**config.mk**
```make
export PLATFORM = sky130hd
export DESIGN_NAME = core_dbg_iface_flat
export DESIGN_NICKNAME = d
export VERILOG_FILES = /design/src/rtl/core_dbg_iface_pkg.sv /design/src/rtl/core_dbg_iface_if.sv /design/src/rtl/core_dbg_itr_seq.sv /design/src/rtl/core_dbg_iface.sv /design/src/flat_wrapper.sv
export SDC_FILE = /design/constraint.sdc
export NUM_CORES = 1
export LEC_CHECK = 0
export CAP_MARGIN = 25
export CORE_MARGIN = 2
export CORE_UTILIZATION = 36
export DETAILED_ROUTE_END_ITERATION = 16
export PLACE_DENSITY_LB_ADDON = 0.15
export SYNTH_ARGS = -nofsm -noshare
export SYNTH_HDL_FRONTEND = slang
export SYNTH_SLANG_ARGS = --single-unit
```
**constraint.sdc**
```tcl
create_clock -name clk -period 3.51 [get_ports clk]
set_clock_uncertainty 0.05 [all_clocks]
set_input_delay 1.053 -clock clk [delete_from_list [all_inputs] [get_ports clk]]
set_output_delay 1.053 -clock clk [all_outputs]
set_load 0.01 [all_outputs]
```
**src/rtl/core_dbg_iface_pkg.sv**
```systemverilog
// Shared types and constants for the core debug interface: register offsets,
// DBGSC/DRUNCTRL bit positions and the injected-instruction bundle.
package core;

  localparam int ADDR_WIDTH      = 32;
  localparam int INSN_ADDR_START = 2;
  localparam int INSN_W          = 32;
  localparam int NUM_SLOTS       = 4;
  localparam int SLOT_ADDR_W     = ADDR_WIDTH - INSN_ADDR_START;

  typedef enum logic [3:0] {
    REG_DBGSC    = 4'd0,
    REG_DRUNCTRL = 4'd1,
    REG_ITR0     = 4'd2,
    REG_ITR1     = 4'd3,
    REG_ITR2     = 4'd4,
    REG_ITR3     = 4'd5,
    REG_DTR_HI   = 4'd6,
    REG_DTR_LO   = 4'd7
  } DbgIfaceReg;

  localparam int DBGSC_HALT  = 0;
  localparam int DBGSC_BUSY  = 1;
  localparam int DBGSC_ERR   = 2;
  localparam int DRUN_RESUME = 0;
  localparam int DRUN_STEP   = 1;

  typedef struct packed {
    logic                   valid;
    logic [SLOT_ADDR_W-1:0] addr;
    logic [INSN_W-1:0]      insn;
  } InsnBundle;

  // Word address tagged on slot idx of an injected bundle stream.
  function automatic logic [SLOT_ADDR_W-1:0] slot_addr(
    input logic [ADDR_WIDTH-1:0] base,
    input logic [1:0]            idx
  );
    return base[ADDR_WIDTH-1:INSN_ADDR_START] + SLOT_ADDR_W'(idx);
  endfunction

endpackage

```
**src/rtl/core_dbg_iface_if.sv**
```systemverilog
// External debug bus: write/read strobes, offset, data and busy indication.
interface core_dbg_iface_if;

  logic        dbg_wr_en;
  logic        dbg_rd_en;
  logic [3:0]  dbg_addr;
  logic [31:0] dbg_wdata;
  logic [31:0] dbg_rdata;
  logic        dbg_busy;

  modport master (
    output dbg_wr_en, dbg_rd_en, dbg_addr, dbg_wdata,
    input  dbg_rdata, dbg_busy
  );

  modport slave (
    input  dbg_wr_en, dbg_rd_en, dbg_addr, dbg_wdata,
    output dbg_rdata, dbg_busy
  );

endinterface

```
**src/rtl/core_dbg_itr_seq.sv**
```systemverilog
// ITR injection sequencer: walks the four ITR slots into decode with a
// valid/ready handshake and pulses done the cycle after the last acceptance.
module core_dbg_itr_seq
  import core::*;
#(
  parameter logic [ADDR_WIDTH-1:0] ITR_BASE_ADDR = '0
) (
  input  logic                           clk,
  input  logic                           rst,
  input  logic                           start,
  input  logic [NUM_SLOTS-1:0][INSN_W-1:0] itr,
  input  logic                           itr_ready,
  output InsnBundle                      itr_out,
  output logic                           busy,
  output logic                           done
);

  typedef enum logic {
    IDLE  = 1'b0,
    ISSUE = 1'b1
  } seq_state_e;

  seq_state_e state_q, state_d;
  logic [1:0] idx_q, idx_d;
  logic       done_q, done_d;

  always_comb begin
    state_d = state_q;
    idx_d   = idx_q;
    done_d  = 1'b0;
    busy    = 1'b0;
    itr_out = '0;
    case (state_q)
      IDLE: begin
        if (start) begin
          state_d = ISSUE;
          idx_d   = 2'd0;
        end
      end
      ISSUE: begin
        busy          = 1'b1;
        itr_out.valid = 1'b1;
        itr_out.insn  = itr[idx_q];
        itr_out.addr  = slot_addr(ITR_BASE_ADDR, idx_q);
        if (itr_ready) begin
          if (idx_q == 2'd3) begin
            state_d = IDLE;
            done_d  = 1'b1;
          end else begin
            idx_d = idx_q + 2'd1;
          end
        end
      end
      default: state_d = IDLE;
    endcase
  end

  // Reset wins over a same-cycle final acceptance, so no done follows a reset.
  always_ff @(posedge clk) begin
    if (rst) begin
      state_q <= IDLE;
      idx_q   <= 2'd0;
      done_q  <= 1'b0;
    end else begin
      state_q <= state_d;
      idx_q   <= idx_d;
      done_q  <= done_d;
    end
  end

  assign done = done_q;

endmodule

```
**src/rtl/core_dbg_iface.sv**
```systemverilog
// Core debug register block: decodes debug-bus accesses, drives halt/resume/
// step controls, holds the 64-bit DTR and launches ITR injection.
module core_dbg_iface
  import core::*;
#(
  parameter logic [ADDR_WIDTH-1:0] ITR_BASE_ADDR = '0
) (
  input  logic                   clk,
  input  logic                   rst,
  core_dbg_iface_if.slave        dbg,
  input  logic                   core_halted,
  output logic                   halt_req,
  output logic                   resume_pulse,
  output logic                   step_pulse,
  output InsnBundle              itr_out,
  input  logic                   itr_ready,
  output logic                   itr_done,
  output logic                   itr_err,
  input  logic                   core_dtr_wr_en,
  input  logic [63:0]            core_dtr_wdata,
  output logic [63:0]            core_dtr_rdata
);

  logic                           halt_q;
  logic                           err_q;
  logic                           resume_q;
  logic                           step_q;
  logic [63:0]                    dtr_q;
  logic [NUM_SLOTS-1:0][INSN_W-1:0] itr_q;
  logic [31:0]                    rdata_q;
  logic [31:0]                    rdata_d;

  logic       busy;
  logic       wr_dbgsc, wr_drun, wr_itr, wr_itr3, wr_hi, wr_lo;
  logic       itr_load, seq_start, err_set;
  logic [1:0] itr_idx;

  always_comb begin
    wr_dbgsc = 1'b0;
    wr_drun  = 1'b0;
    wr_itr   = 1'b0;
    wr_itr3  = 1'b0;
    wr_hi    = 1'b0;
    wr_lo    = 1'b0;
    if (dbg.dbg_wr_en) begin
      case (dbg.dbg_addr)
        REG_DBGSC:    wr_dbgsc = 1'b1;
        REG_DRUNCTRL: wr_drun  = 1'b1;
        REG_ITR0,
        REG_ITR1,
        REG_ITR2:     wr_itr   = 1'b1;
        REG_ITR3: begin
          wr_itr  = 1'b1;
          wr_itr3 = 1'b1;
        end
        REG_DTR_HI:   wr_hi    = 1'b1;
        REG_DTR_LO:   wr_lo    = 1'b1;
        default: ;
      endcase
    end
  end

  // Offsets 2..5 map to slots 0..3.
  assign itr_idx   = {~dbg.dbg_addr[1], dbg.dbg_addr[0]};
  assign itr_load  = wr_itr && !busy;
  assign seq_start = wr_itr3 && !busy && core_halted;
  assign err_set   = (wr_itr && busy) || (wr_itr3 && !busy && !core_halted);

  always_comb begin
    rdata_d = '0;
    case (dbg.dbg_addr)
      REG_DBGSC:  rdata_d = {29'b0, err_q, busy, halt_q};
      REG_DTR_HI: rdata_d = dtr_q[63:32];
      REG_DTR_LO: rdata_d = dtr_q[31:0];
      default:    rdata_d = '0;
    endcase
  end

  always_ff @(posedge clk) begin
    if (rst) begin
      halt_q   <= 1'b0;
      err_q    <= 1'b0;
      resume_q <= 1'b0;
      step_q   <= 1'b0;
      dtr_q    <= '0;
      itr_q    <= '0;
      rdata_q  <= '0;
    end else begin
      resume_q <= wr_drun && dbg.dbg_wdata[DRUN_RESUME] && core_halted;
      step_q   <= wr_drun && dbg.dbg_wdata[DRUN_STEP] && core_halted;
      if (wr_dbgsc) halt_q <= dbg.dbg_wdata[DBGSC_HALT];
      if (err_set) begin
        err_q <= 1'b1;
      end else if (wr_dbgsc && dbg.dbg_wdata[DBGSC_ERR]) begin
        err_q <= 1'b0;
      end
      if (itr_load) itr_q[itr_idx] <= dbg.dbg_wdata;
      // The core side owns the whole DTR when both sides write together.
      if (core_dtr_wr_en) begin
        dtr_q <= core_dtr_wdata;
      end else if (wr_hi) begin
        dtr_q[63:32] <= dbg.dbg_wdata;
      end else if (wr_lo) begin
        dtr_q[31:0] <= dbg.dbg_wdata;
      end
      if (dbg.dbg_rd_en) rdata_q <= rdata_d;
    end
  end

  core_dbg_itr_seq #(
    .ITR_BASE_ADDR(ITR_BASE_ADDR)
  ) u_itr_seq (
    .clk      (clk),
    .rst      (rst),
    .start    (seq_start),
    .itr      (itr_q),
    .itr_ready(itr_ready),
    .itr_out  (itr_out),
    .busy     (busy),
    .done     (itr_done)
  );

  assign dbg.dbg_rdata  = rdata_q;
  assign dbg.dbg_busy   = busy;
  assign halt_req       = halt_q;
  assign itr_err        = err_q;
  assign resume_pulse   = resume_q;
  assign step_pulse     = step_q;
  assign core_dtr_rdata = dtr_q;

endmodule

```
**src/flat_wrapper.sv**
```systemverilog
// flat-port wrapper written by rule: the top's interface ports become plain ports
module core_dbg_iface_flat import core::*;
#(
  parameter logic [ADDR_WIDTH-1:0] ITR_BASE_ADDR = '0
)
  (clk, rst, core_halted, halt_req, resume_pulse, step_pulse, itr_out, itr_ready, itr_done, itr_err, core_dtr_wr_en, core_dtr_wdata, core_dtr_rdata, dbg_dbg_wr_en, dbg_dbg_rd_en, dbg_dbg_addr, dbg_dbg_wdata, dbg_dbg_rdata, dbg_dbg_busy);
  core_dbg_iface_if dbg_i ();
  input  logic clk;
  input  logic rst;
  input  logic core_halted;
  output logic halt_req;
  output logic resume_pulse;
  output logic step_pulse;
  output InsnBundle itr_out;
  input  logic itr_ready;
  output logic itr_done;
  output logic itr_err;
  input  logic core_dtr_wr_en;
  input  logic [63:0] core_dtr_wdata;
  output logic [63:0] core_dtr_rdata;
  input wire logic [$bits(dbg_i.dbg_wr_en)-1:0] dbg_dbg_wr_en;
  input wire logic [$bits(dbg_i.dbg_rd_en)-1:0] dbg_dbg_rd_en;
  input wire logic [$bits(dbg_i.dbg_addr)-1:0] dbg_dbg_addr;
  input wire logic [$bits(dbg_i.dbg_wdata)-1:0] dbg_dbg_wdata;
  output wire logic [$bits(dbg_i.dbg_rdata)-1:0] dbg_dbg_rdata;
  output wire logic [$bits(dbg_i.dbg_busy)-1:0] dbg_dbg_busy;
  assign dbg_i.dbg_wr_en = dbg_dbg_wr_en;
  assign dbg_i.dbg_rd_en = dbg_dbg_rd_en;
  assign dbg_i.dbg_addr = dbg_dbg_addr;
  assign dbg_i.dbg_wdata = dbg_dbg_wdata;
  assign dbg_dbg_rdata = dbg_i.dbg_rdata;
  assign dbg_dbg_busy = dbg_i.dbg_busy;
  core_dbg_iface #(.ITR_BASE_ADDR(ITR_BASE_ADDR)) u_core (.clk(clk), .rst(rst), .dbg(dbg_i), .core_halted(core_halted), .halt_req(halt_req), .resume_pulse(resume_pulse), .step_pulse(step_pulse), .itr_out(itr_out), .itr_ready(itr_ready), .itr_done(itr_done), .itr_err(itr_err), .core_dtr_wr_en(core_dtr_wr_en), .core_dtr_wdata(core_dtr_wdata), .core_dtr_rdata(core_dtr_rdata));
endmodule
```
==> Word-level counts from Yosys, hierarchy flattened <==
Cells that the tools add are included.
{ "word_totals": {"ff_bits": 232, "out_inout_bits": 165, "wordCells": 90} }
{ "op_classes": {"add_sub_neg": 1, "magnitude_cmp": 3, "n_reduce_logical": 22, "bitwise": 3, "eq_ne": 12, "n_mux": 35} }
{ "op_table": {"columns": ["op", "count"], "rows": [
  ["2-to-1 mux 32 bit", 5],
  ["bitwise mux 128 bit", 1],
  ["case mux 32 bit (3 select lines)", 1],
  ["binary-select mux 32 bit (select 2 bit)", 1],
  ["demux 32 bit (select 2 bit)", 1],
  ["2-to-1 mux 64 bit", 1],
  ["2-to-1 mux 63 bit", 1],
  ["2-to-1 mux 1 bit", 19],
  ["== test 4 x 3 -> 1 bit, second input constant", 4],
  ["logical AND 1 bit", 11],
  ["== test 4 x 2 -> 1 bit, second input constant", 2],
  ["less-than comparator 2 x 3 -> 1 bit, second input constant", 2],
  ["2-to-1 mux 2 bit", 3],
  ["!= test 2 bit, second input constant", 3],
  ["nonzero test 2 bit", 3],
  ["== test 4 x 1 -> 1 bit, second input constant", 1],
  ["zero test 4 bit", 1],
  ["case mux 2 bit (2 select lines)", 1],
  ["OR reduction 4 bit", 1],
  ["inverter 1 bit", 3],
  ["AND reduction 3 bit", 1],
  ["OR reduction 3 bit", 1],
  ["adder 2 x 1 -> 2 bit, second input constant", 1],
  ["== test 2 bit, second input constant", 1],
  ["other kinds (6)", 7]
]} }

==> Logic depth before layout (Yosys ltp) <==
{ "depth": {"ltp_word": 7, "depth_mapped": 7} }

==> Hierarchy <==
Synthesis repeated with hierarchy kept, for this count alone.
{ "hier_totals": {"cells_unflattened": 1264, "hier_area_um2": 11315.9} }
{ "modules_own_cells": {"columns": ["module", "area_each_um2", "cells_each", "n_inst", "seq_area_each_um2"], "rows": [
  ["core_dbg_iface", 9883.2, 1139, 1, 4564.4],
  ["core_dbg_itr_seq", 1432.6, 125, 1, 80.1]
]} }

==> Least setup slack after synthesis <==
No wires, ideal clock.
{ "synth_path": {"path_type": "register -> output", "from": "register u_core.u_itr_seq.idx_q[0]", "to": "output port itr_out[10] (netlist name)", "t_required_ns": 2.407, "arrival_ns": 1.539, "stages_incl_launch_ff": 5, "slack_ns": 0.868, "path_cell_list": "dfxtp_1 buf_2 buf_2 mux4_2 and2_1"} }
{ "synth_lines": {"columns": ["element", "line_no", "rtl"], "rows": [
  ["start, declared", "core_dbg_itr_seq.sv:24", "logic [1:0] idx_q, idx_d;"],
  ["start signal, assigned", "core_dbg_itr_seq.sv:66", "idx_q <= idx_d;"],
  ["end, declared", "flat_wrapper.sv:14", "output InsnBundle itr_out;"]
]} }

==> out/qor.csv <==
stage,metric,value,unit
outcome,status,"complete, no violations",
place,post-place-ws,343.4,ps
critical_path,worstPathArrival,2330,ps
sta,rsz0062_at_grt,yes,
critical_path,cp-end-kind,output pin,
global_route,grt_max_degree,97,
sta,fmax,291.3,MHz
yosys,synth_top_family_by_area,compound AO/OA/AOI/OAI gates,
critical_path,rr_startpoint,u_core.u_itr_seq.state_q$_SDFF_PP0_,
global_route,antenna_found_initial,2,
power,peakVddDrop,0.3274,mV
place,dpl.hpwl,24510,um
global_route,first_global_vias,9888,
route,routed_via_density,5.718,
critical_path,critPathBufInv,2,
global_route,gr-total-overflow,0,
final_layout,final_cell_mix,"240 x clkdlybuf4s50_1, 231 x dfxtp_1, 221 x o21ai_0",
yosys,yosys.area_share.adder,0.1160,%
global_route,grt_use_total,23.70,%
sta,hold_viol_final,0,
critical_path,cp-startpoint,u_core.u_itr_seq.idx_q[0]$_SDFFE_PP0P_,
yosys,synth_compound_area_share,28.04,%
floorplan,rows,63,
yosys,ys_ff_latch,232,
critical_path,slowest_stage,mux4_2,
place,port_buffers,243,
floorplan,die_y,177.1,um
final_layout,final_common_cell,clkdlybuf4s50_1,
critical_path,crit_required,2410,ps
critical_path,crit_path_start_kind,flop,
sta,period_minus_slack,3433,ps
critical_path,r2r_slack,1570,ps
yosys,synthArstFlopShare,0,%
clocking,cts_sinks,232,
final_layout,drive_above_1_share,9.808,%
yosys,yosysWarnings,0,
clocking,cts_root_buffer,clkbuf_16,
yosys,synth_top_flop_cell,dfxtp_1,
place,gp_congestion,0.8235,
floorplan,initial_core_util,36.50,%
route,ant_nets,0,
floorplan,fp.coreArea,0.02956,mm^2
yosys,syn_area,0.01079,mm^2
power,finalPower,6.452,mW
route,drt_iter0_markers,1194,
global_route,grt_pass1_wl,58720,um
yosys,synth.mux.area_fraction,6.992,%
floorplan,fp.dieW,177.1,um
yosys,synth-xor-area-share,0.08117,%
sta,tightest_slew,672.0,ps
yosys,ys_types,39,
critical_path,worst_path_dominant_cell_family,buffers and inverters,
route,drc_errors,0,
clocking,clk_path_buf_depth,3,
power,power_leakage,4.940,nW
critical_path,worstSetupPathType,reg2out,
route,wl_per_cell,20.91,um
hold_path,hold_class,reg2reg,
clocking,cts_max_level,1,
sta,setup_viol,0,
power,power_density,446.3,mW/mm^2
critical_path,worstReg2RegEnd,u_core.itr_q[29]$_SDFFE_PP0P_,
final_layout,fin_util,48.91,%
critical_path,cp.depth,4,
yosys,synth_simple_gate_area_share,11.34,%
sta,setup_slack,76.61,ps
yosys,postSynthAreaPerCell,8.490,um^2
sta,period_share,97.82,%
clocking,cts_made_buffers,26,
critical_path,critPathMaxStageDelay,560,ps
sta,slew_headroom,55.20,%
floorplan,ios,272,
critical_path,rr_worst_depth,5,
final_layout,final_nets,1546,
critical_path,path_max_fanout,12,
run,cap_violations,0,
final_layout,syn_to_final_growth,33.99,%
clocking,cts_tree,yes,
critical_path,path_cells,buf_8 -> mux4_2 -> and2_1 -> clkdlybuf4s50_1,
route,finalWirelength,38660,um
yosys,synth_seq_area_share,43.04,%
route,num_vias,10572,
route,dr.pass1.iters,5,
floorplan,die_area,0.03137,mm^2
yosys,syn_inst,1271,
yosys,synth_edf_count,0,
sta,maxSlewViolCount,0,
clocking,cts.clk_slew.worst_paths,60,ps
critical_path,crit_end,itr_out[2],
clocking,clk_latency,520,ps
[registers in the layout (all words and copies together) (netlist names), 2 cells and up]
| signal | count |
|---|---|
| u_core.itr_q | 128 |
| u_core.dbg.dbg_rdata | 32 |
| u_core.core_dtr_rdata | 64 |
| u_core.u_itr_seq.idx_q | 2 |
[power breakdown]
| group | leakage (nW) | internal [mW] | switching, mW | total, mW |
|---|---|---|---|---|
| sequential | 1.89 | 2.71 | 0.0529 | 2.76 |
| combinational | 2.59 | 0.324 | 0.432 | 0.756 |
| clock | 0.462 | 1.83 | 1.10 | 2.94 |
| total | 4.94 | 4.86 | 1.59 | 6.45 |
[what timing repair did]
action,4_1_cts,5_1_grt
setup endpoints to repair,2,11
buffers inserted,0,0
gates resized for setup,2,3
hold buffers,0,0
[routing by layer]
metal / GRT usage (%) / vias to the layer above / routed length (um)
met1: 33.87 / 5168 / 17180
met3: 3.028 / 56 / 2855
met4: 6.371 / 2 / 913
met2: 37.60 / 410 / 17700
li1: - / 4936 / -
met5: 0 / - / 11
[cell families (layout without fill, tap and decap cells)]
kind of cell	count (synthesis)	after routing
other	1	29
AO/OA/AOI/OAI	522	522
buffers and inverters	248	408
adder cells (fa/ha/maj)	1	1
multiplexers	35	35
flip-flops	232	232
AND/OR/NAND/NOR	231	231
XOR/XNOR	1	1
[synth_stat cells, types with 2 or more instances]
master,instances,area share (%)
dfxtp_1,232,43
o21ai_0,221,10
a21oi_1,132,6.1
nand3_1,128,5.9
clkbuf_1,102,3.5
inv_1,67,2.3
a31oi_1,65,3.8
a221oi_1,64,5.2
buf_2,44,2.0
and2_1,38,2.2
nand2_1,36,1.3
buf_4,33,2.3
mux4_2,32,6.7
a22oi_1,31,2.2
o21ai_1,5,0.23
mux2_2,3,0.31
nand2b_1,3,0.17
nand4b_1,3,0.24
nor2_1,3,0.10
or3_1,3,0.17
nand4bb_1,2,0.21
nor2b_1,2,0.12
nor3_1,2,0.093
nor4bb_1,2,0.19
o311ai_0,2,0.16
or2_2,2,0.12
or4_1,2,0.14
[per-stage QoR]
stage | std cells | hold WS, ps | setup TNS, ps | instance area [um^2]
floorplan | 1298 | 400.5 | 0 | 10890
global route | 1848 | 419.8 | -4.687 | 14460
CTS | 1848 | 404.2 | 0 | 14440
global placement | 1800 | 384.0 | 0 | 13500
detailed placement | 1800 | 391.0 | 0 | 13500
finish | 1849 | 399.9 | 0 | 14460
[worst min-delay path by stage]
stage / start / end / slack, ps / cells after the start
after floorplan: u_core.itr_q[65]$_SDFFE_PP0P_ / u_core.itr_q[65]$_SDFFE_PP0P_ / 400 / 2
after global placement: u_core.dbg.dbg_rdata[0]$_SDFFE_PP0P_ / u_core.dbg.dbg_rdata[0]$_SDFFE_PP0P_ / 380 / 2
after detailed placement: u_core.dbg.dbg_rdata[5]$_SDFFE_PP0P_ / u_core.dbg.dbg_rdata[5]$_SDFFE_PP0P_ / 390 / 2
after CTS: u_core.dbg.dbg_rdata[5]$_SDFFE_PP0P_ / u_core.dbg.dbg_rdata[5]$_SDFFE_PP0P_ / 400 / 2
after global routing: u_core.dbg.dbg_rdata[5]$_SDFFE_PP0P_ / u_core.dbg.dbg_rdata[5]$_SDFFE_PP0P_ / 420 / 2
final: u_core.dbg.dbg_rdata[0]$_SDFFE_PP0P_ / u_core.dbg.dbg_rdata[0]$_SDFFE_PP0P_ / 400 / 2
[worst register-to-register path: cells and delay by family, from the launching register on]
family / cells / cell delay, ps
buffers and inverters: 2 / 500
AO/OA/AOI/OAI: 2 / 420
AND/OR/NAND/NOR: 1 / 500
flip-flops: 1 / 320
[area by class of cell]
cell class / count / area (um^2)
multi-input cells: 818 / 5192
flip-flops and latches: 232 / 4646
diodes: 1 / 2.502
clock inverters: 5 / 100.1
well taps: 390 / 488.0
fillers: 2815 / 15100
clock buffers: 43 / 835.8
repair buffers: 292 / 2938
inverters: 68 / 255.2
No activity file was read; power rests on OpenSTA's default activity.
==> RTL edit 1, RTL diff (same flow settings) <==
Change the package constant `ADDR_WIDTH` from 32 to 48.
--- a/src/rtl/core_dbg_iface_pkg.sv
+++ b/src/rtl/core_dbg_iface_pkg.sv
@@ -3,5 +3,5 @@
 package core;
 
-  localparam int ADDR_WIDTH      = 32;
+  localparam int ADDR_WIDTH      = 48;
   localparam int INSN_ADDR_START = 2;
   localparam int INSN_W          = 32;
Ports: changed (resized itr_out); port bits go from 272 to 288. No check against the original RTL was run, so the function may have changed too.
==> RTL edit 1 against the unedited design <==
- synthesized area rose by 1.1%
- cell area rose by 0.48%
- synthesized cell count rose by 1.3%
- combinational power rose by 1%
- routed wire length rose by 1.8%
- die area rose by 1.1%
- sequential cell count did not move
- count of clock-buffer cells in the layout fell by 5
- sequential share of layout area fell by 0.13 points
- final cell count rose by 0.22%
- power rose by 2.1%
- setup slack got worse by 0.034 ns
- clock power rose by 4%
- largest power group unchanged
==> RTL edit 1: results (changes against the unedited design) <==
| Metric | Value |
|---|---|
| Outcome | complete, no violations |
| Routed len/inst | 21.2 um (+1.6%) |
| Vias in the first global route | 9792 (-0.97%) |
| Slew margin rel. | 45.7% (-9.5 points) |
| Internal Power | 4960 uW (+2.0%) |
| Sequential area share after synthesis | 42.6% (-0.47 points) |
| Worst ir drop on vdd | 0.328 mV (+0.12%) |
| Worst Slack Setup Final | 0.0425 ns (-0.0341 ns) |
| Adder-cell share of the synthesized area | 0.115% (-0.0013 points) |
| Leakage | 0.00498 uW (+0.73%) |
| Detailed placement HPWL | 24500 um (-0.20%) |
| Vias | 10500 (-0.48%) |
| Reg2reg setup slack | 1.60 ns (+0.03 ns) |
| Proportion of layout cells with a drive suffix above 1 | 9.23% (-0.58 points) |
| Cts repair resizes | 1 (-1) |
| CP arrival | 2.36 ns (+0.03 ns) |
| Met1 Resource Use GR | 33.6% (-0.23 points) |
| Crit path max fanout | 11 (-1) |
| GR Util met2 | 37.8% (+0.18 points) |
| Synth Area in Compound Gates | 27.7% (-0.31 points) |
| Area contributors post-synth | dfxtp_1, o21ai_0, mux4_2 |
| Top Layer Used | met4 |
| FF-to-FF End | u_core.itr_q[12]$_SDFFE_PP0P_ |
| Largest net degree at the start of global routing | 108 (+11%) |
| Multiplexer area fraction after synthesis | 6.92% (-0.077 points) |
| Met3 usage | 3.43% (+0.40 points) |
| Synth Area per Inst | 8.48 um^2 (-0.14%) |
| First-pass GRT wire length | 58600 um (-0.19%) |
| Hold path startpoint | u_core.dbg.dbg_rdata[18]$_SDFFE_PP0P_ |
| Drt total wl | 39400 um (+1.8%) |
RTL edit 1: layout make-up:
class | count | area [um^2]
Inverter | 68 | 255
Clock inverter | 9 | 174
Tap cell | 390 | 488
Multi-Input combinational cell | 834 | 5250
Sequential cell | 232 | 4650
Timing Repair Buffer | 282 | 2910
Fill cell | 2837 | 15200
Clock buffer | 38 | 797
RTL edit 1: cells by family (layout without fill, tap and decap cells):
family,Yosys count,after routing
AOI/OAI and AO/OA,522,522
xor gates and xnor gates,1,1
buffers and inverters,264,397
muxes,35,35
adders and majority gates,1,1
DFF,232,232
and+or+nand+nor,231,231
other,1,44
RTL edit 1: power by group through the flow:
stage / registers [uW] / clock network (uW) / logic [uW]
after floorplan: 2830 / 0 / 360
after global placement: 2820 / 0 / 754
after detailed placement: 2820 / 0 / 757
after CTS: 2760 / 3100 / 759
after global routing: 2770 / 3220 / 818
final: 2760 / 3060 / 766
==> RTL edit 2, RTL diff (same flow settings) <==
Without the edit above. Register the output `itr_err` once more, without a reset; this adds one clock of latency there. The other outputs are not delayed to match.
--- a/src/rtl/core_dbg_iface.sv
+++ b/src/rtl/core_dbg_iface.sv
@@ -124,5 +124,7 @@
   assign dbg.dbg_busy   = busy;
   assign halt_req       = halt_q;
-  assign itr_err        = err_q;
+  always_ff @(posedge clk) begin
+    itr_err <= err_q;
+  end
   assign resume_pulse   = resume_q;
   assign step_pulse     = step_q;
Behaviour: not the same (a bounded check fails within 4 cycles, from zero or initial values and one cycle with rst high).
==> RTL edit 2 against the unedited design <==
- hold slack worse by 0.055 ns
- synthesized area up 4.3%
- setup slack worse by 0.0033 ns
- sequential cell count up 1
- routed wire length up 3.8%
- first-iteration DRC count down 21%
- cell area up 2.3%
- power about the same
- combinational power up 7.0%
- fmax about the same
- via count up 0.47%
==> RTL edit 2: results (changes against the unedited design) <==
| Metric | Value |
|---|---|
| Outcome | complete, no violations |
| GRT Overall Usage | 23.6% (-0.099 points) |
| Reg with most FFs | u_core.itr_q |
| Max reg flops | 128 (unchanged) |
| Iteration-0 DRC count of the detailed router | 940 (-21%) |
| Worst ir drop on vdd | 0.335 mV (+2.3%) |
| CTS root buffer | clkbuf_16 |
| Unique masters post-synth | 42 (+7.7%) |
| Filler Cells Inserted | 2904 (+3.2%) |
| Hold Path End | u_core.itr_err$_DFF_P_ |
| Initial DRT Pass Iterations | 5 (unchanged) |
| Detailed placement HPWL | 24500 um (about the same) |
| Pin slew with the least headroom to its limit | 0.813 ns (+0.141 ns) |
| Leakage | 0.00533 uW (+7.8%) |
| WHS | 0.345 ns (-0.0549 ns) |
| Commonest cells post-synth | dfxtp_1, a21oi_1, o21ai_0, nand3_1, clkbuf_1 |
| Clk_lat worst skew | 0.54 ns (+0.02 ns) |
| FF-to-FF End | u_core.itr_q[1]$_SDFFE_PP0P_ |
| GR Util met2 | 40.5% (+2.9 points) |
| NumNets Final | 1567 (+1.4%) |
| FF-to-FF path depth | 3 (-2) |
| Sequential area share after synthesis | 41.4% (-1.6 points) |
| Largest net degree at the start of global routing | 81 (-16%) |
| Synthesis warning total | 0 (unchanged) |
| Area contributors post-synth | dfxtp_1, a21oi_1, mux4_2 |
| First-pass GRT wire length | 61800 um (+5.2%) |
| Placed Instance Area | 13800 um^2 (+2.2%) |
| Num CTS Buffers | 28 (+7.7%) |
| Met1 Resource Use GR | 30.0% (-3.8 points) |
| Reg2reg setup slack | 1.60 ns (+0.03 ns) |
| Met3 usage | 4.60% (+1.6 points) |
| Vias in the first global route | 10500 (+5.9%) |
| Drt total wl | 40100 um (+3.8%) |
| Antenna violations before repair | 4 (+2) |
| H-tree levels | 1 (unchanged) |
| Proportion of layout cells with a drive suffix above 1 | 12.1% (+2.3 points) |
| Final GP Congestion | 0.778 (-5.5%) |
| Worst hold path stage count | 0 (-2) |
| Vias | 10600 (+0.47%) |
| CP max stage delay | approximately 0.55 ns |
| Crit path max fanout | 11 (-1) |
| Hold path startpoint | u_core.err_q$_SDFFE_PP0P_ |
| CP arrival | 2.33 ns (about the same) |
| Clock Path Buffers | 3 (unchanged) |
| Synth Flop Type | dfxtp_1 |
==> RTL edit 2: how the worst max path moves through the flow <==
stage                                         end  slack (ns)  cells past startpoint
floorplan                             itr_out[26]        0.90                      4
global placement    u_core.itr_q[31]$_SDFFE_PP0P_        0.33                      4
detailed placement  u_core.itr_q[31]$_SDFFE_PP0P_        0.32                      4
CTS                                   itr_out[25]        0.01                      4
global route                           itr_out[2]        0.01                      4
finish                                 itr_out[2]        0.07                      4
==> RTL edit 2: final cells by class <==
cell class	instances	area share [%]
clock inverter	11	0.558
clock buffer	40	5.66
timing repair buffer	283	19.8
multi-input combinational	846	37.4
sequential	233	31.5
antenna	3	0.0507
tap	396	3.35
inverter	67	1.70
==> RTL edit 2: logic make-up (layout without fill, tap and decap cells) <==
family	after synthesis	count (layout)	synth area share [%]
and+or+nand+nor	261	261	12.8
buffers and inverters	243	401	10.5
muxes	62	62	9.40
other	1	31	0.0333
AOI/OAI and AO/OA	493	493	25.6
DFF	233	233	41.4
adders and majority gates	1	1	0.111
xor gates and xnor gates	1	1	0.0778
==> RTL edit 2: what timing repair did <==
| action | in CTS | in global routing |
|---|---|---|
| endpoints found under the setup margin | 28 | 8 |
| resized for setup | 1 | 8 |
| setup buffers | 2 | 0 |
| gates cloned | 1 | 0 |
==> RTL edit 2: critical path, delay by kind of cell (launching register included) <==
| family | cells | cell delay (ns) |
|---|---|---|
| simple gates | 1 | 0.18 |
| buf+inv | 2 | 0.66 |
| mux | 1 | 0.55 |
| flops | 1 | 0.40 |
==> RTL edit 2: stage by stage <==
step	setup slack, ns	instances	util (%)
after floorplan	0.898	1322	-
after global placement	0.335	1822	45.0
after detailed placement	0.318	1822	45.0
after CTS	0.0114	1876	48.2
after global routing	0.0128	1878	48.2
final	0.0733	1879	48.2
==> RTL edit 2: metal layers <==
metal	wire (um)	share of wire, %	vias up
met2	19800	49	444
met3	2960	7.4	47
li1	-	-	4991
met4	941	2.3	2
met5	13	0.032	-
met1	16400	41	5138
==> RTL edit 2: power by group <==
part | switching (uW) | total (uW) | internal (uW)
Clock | 1150 | 2870 | 1720
Sequential | 52.4 | 2770 | 2720
Combinational | 460 | 809 | 349
Total | 1670 | 6460 | 4790
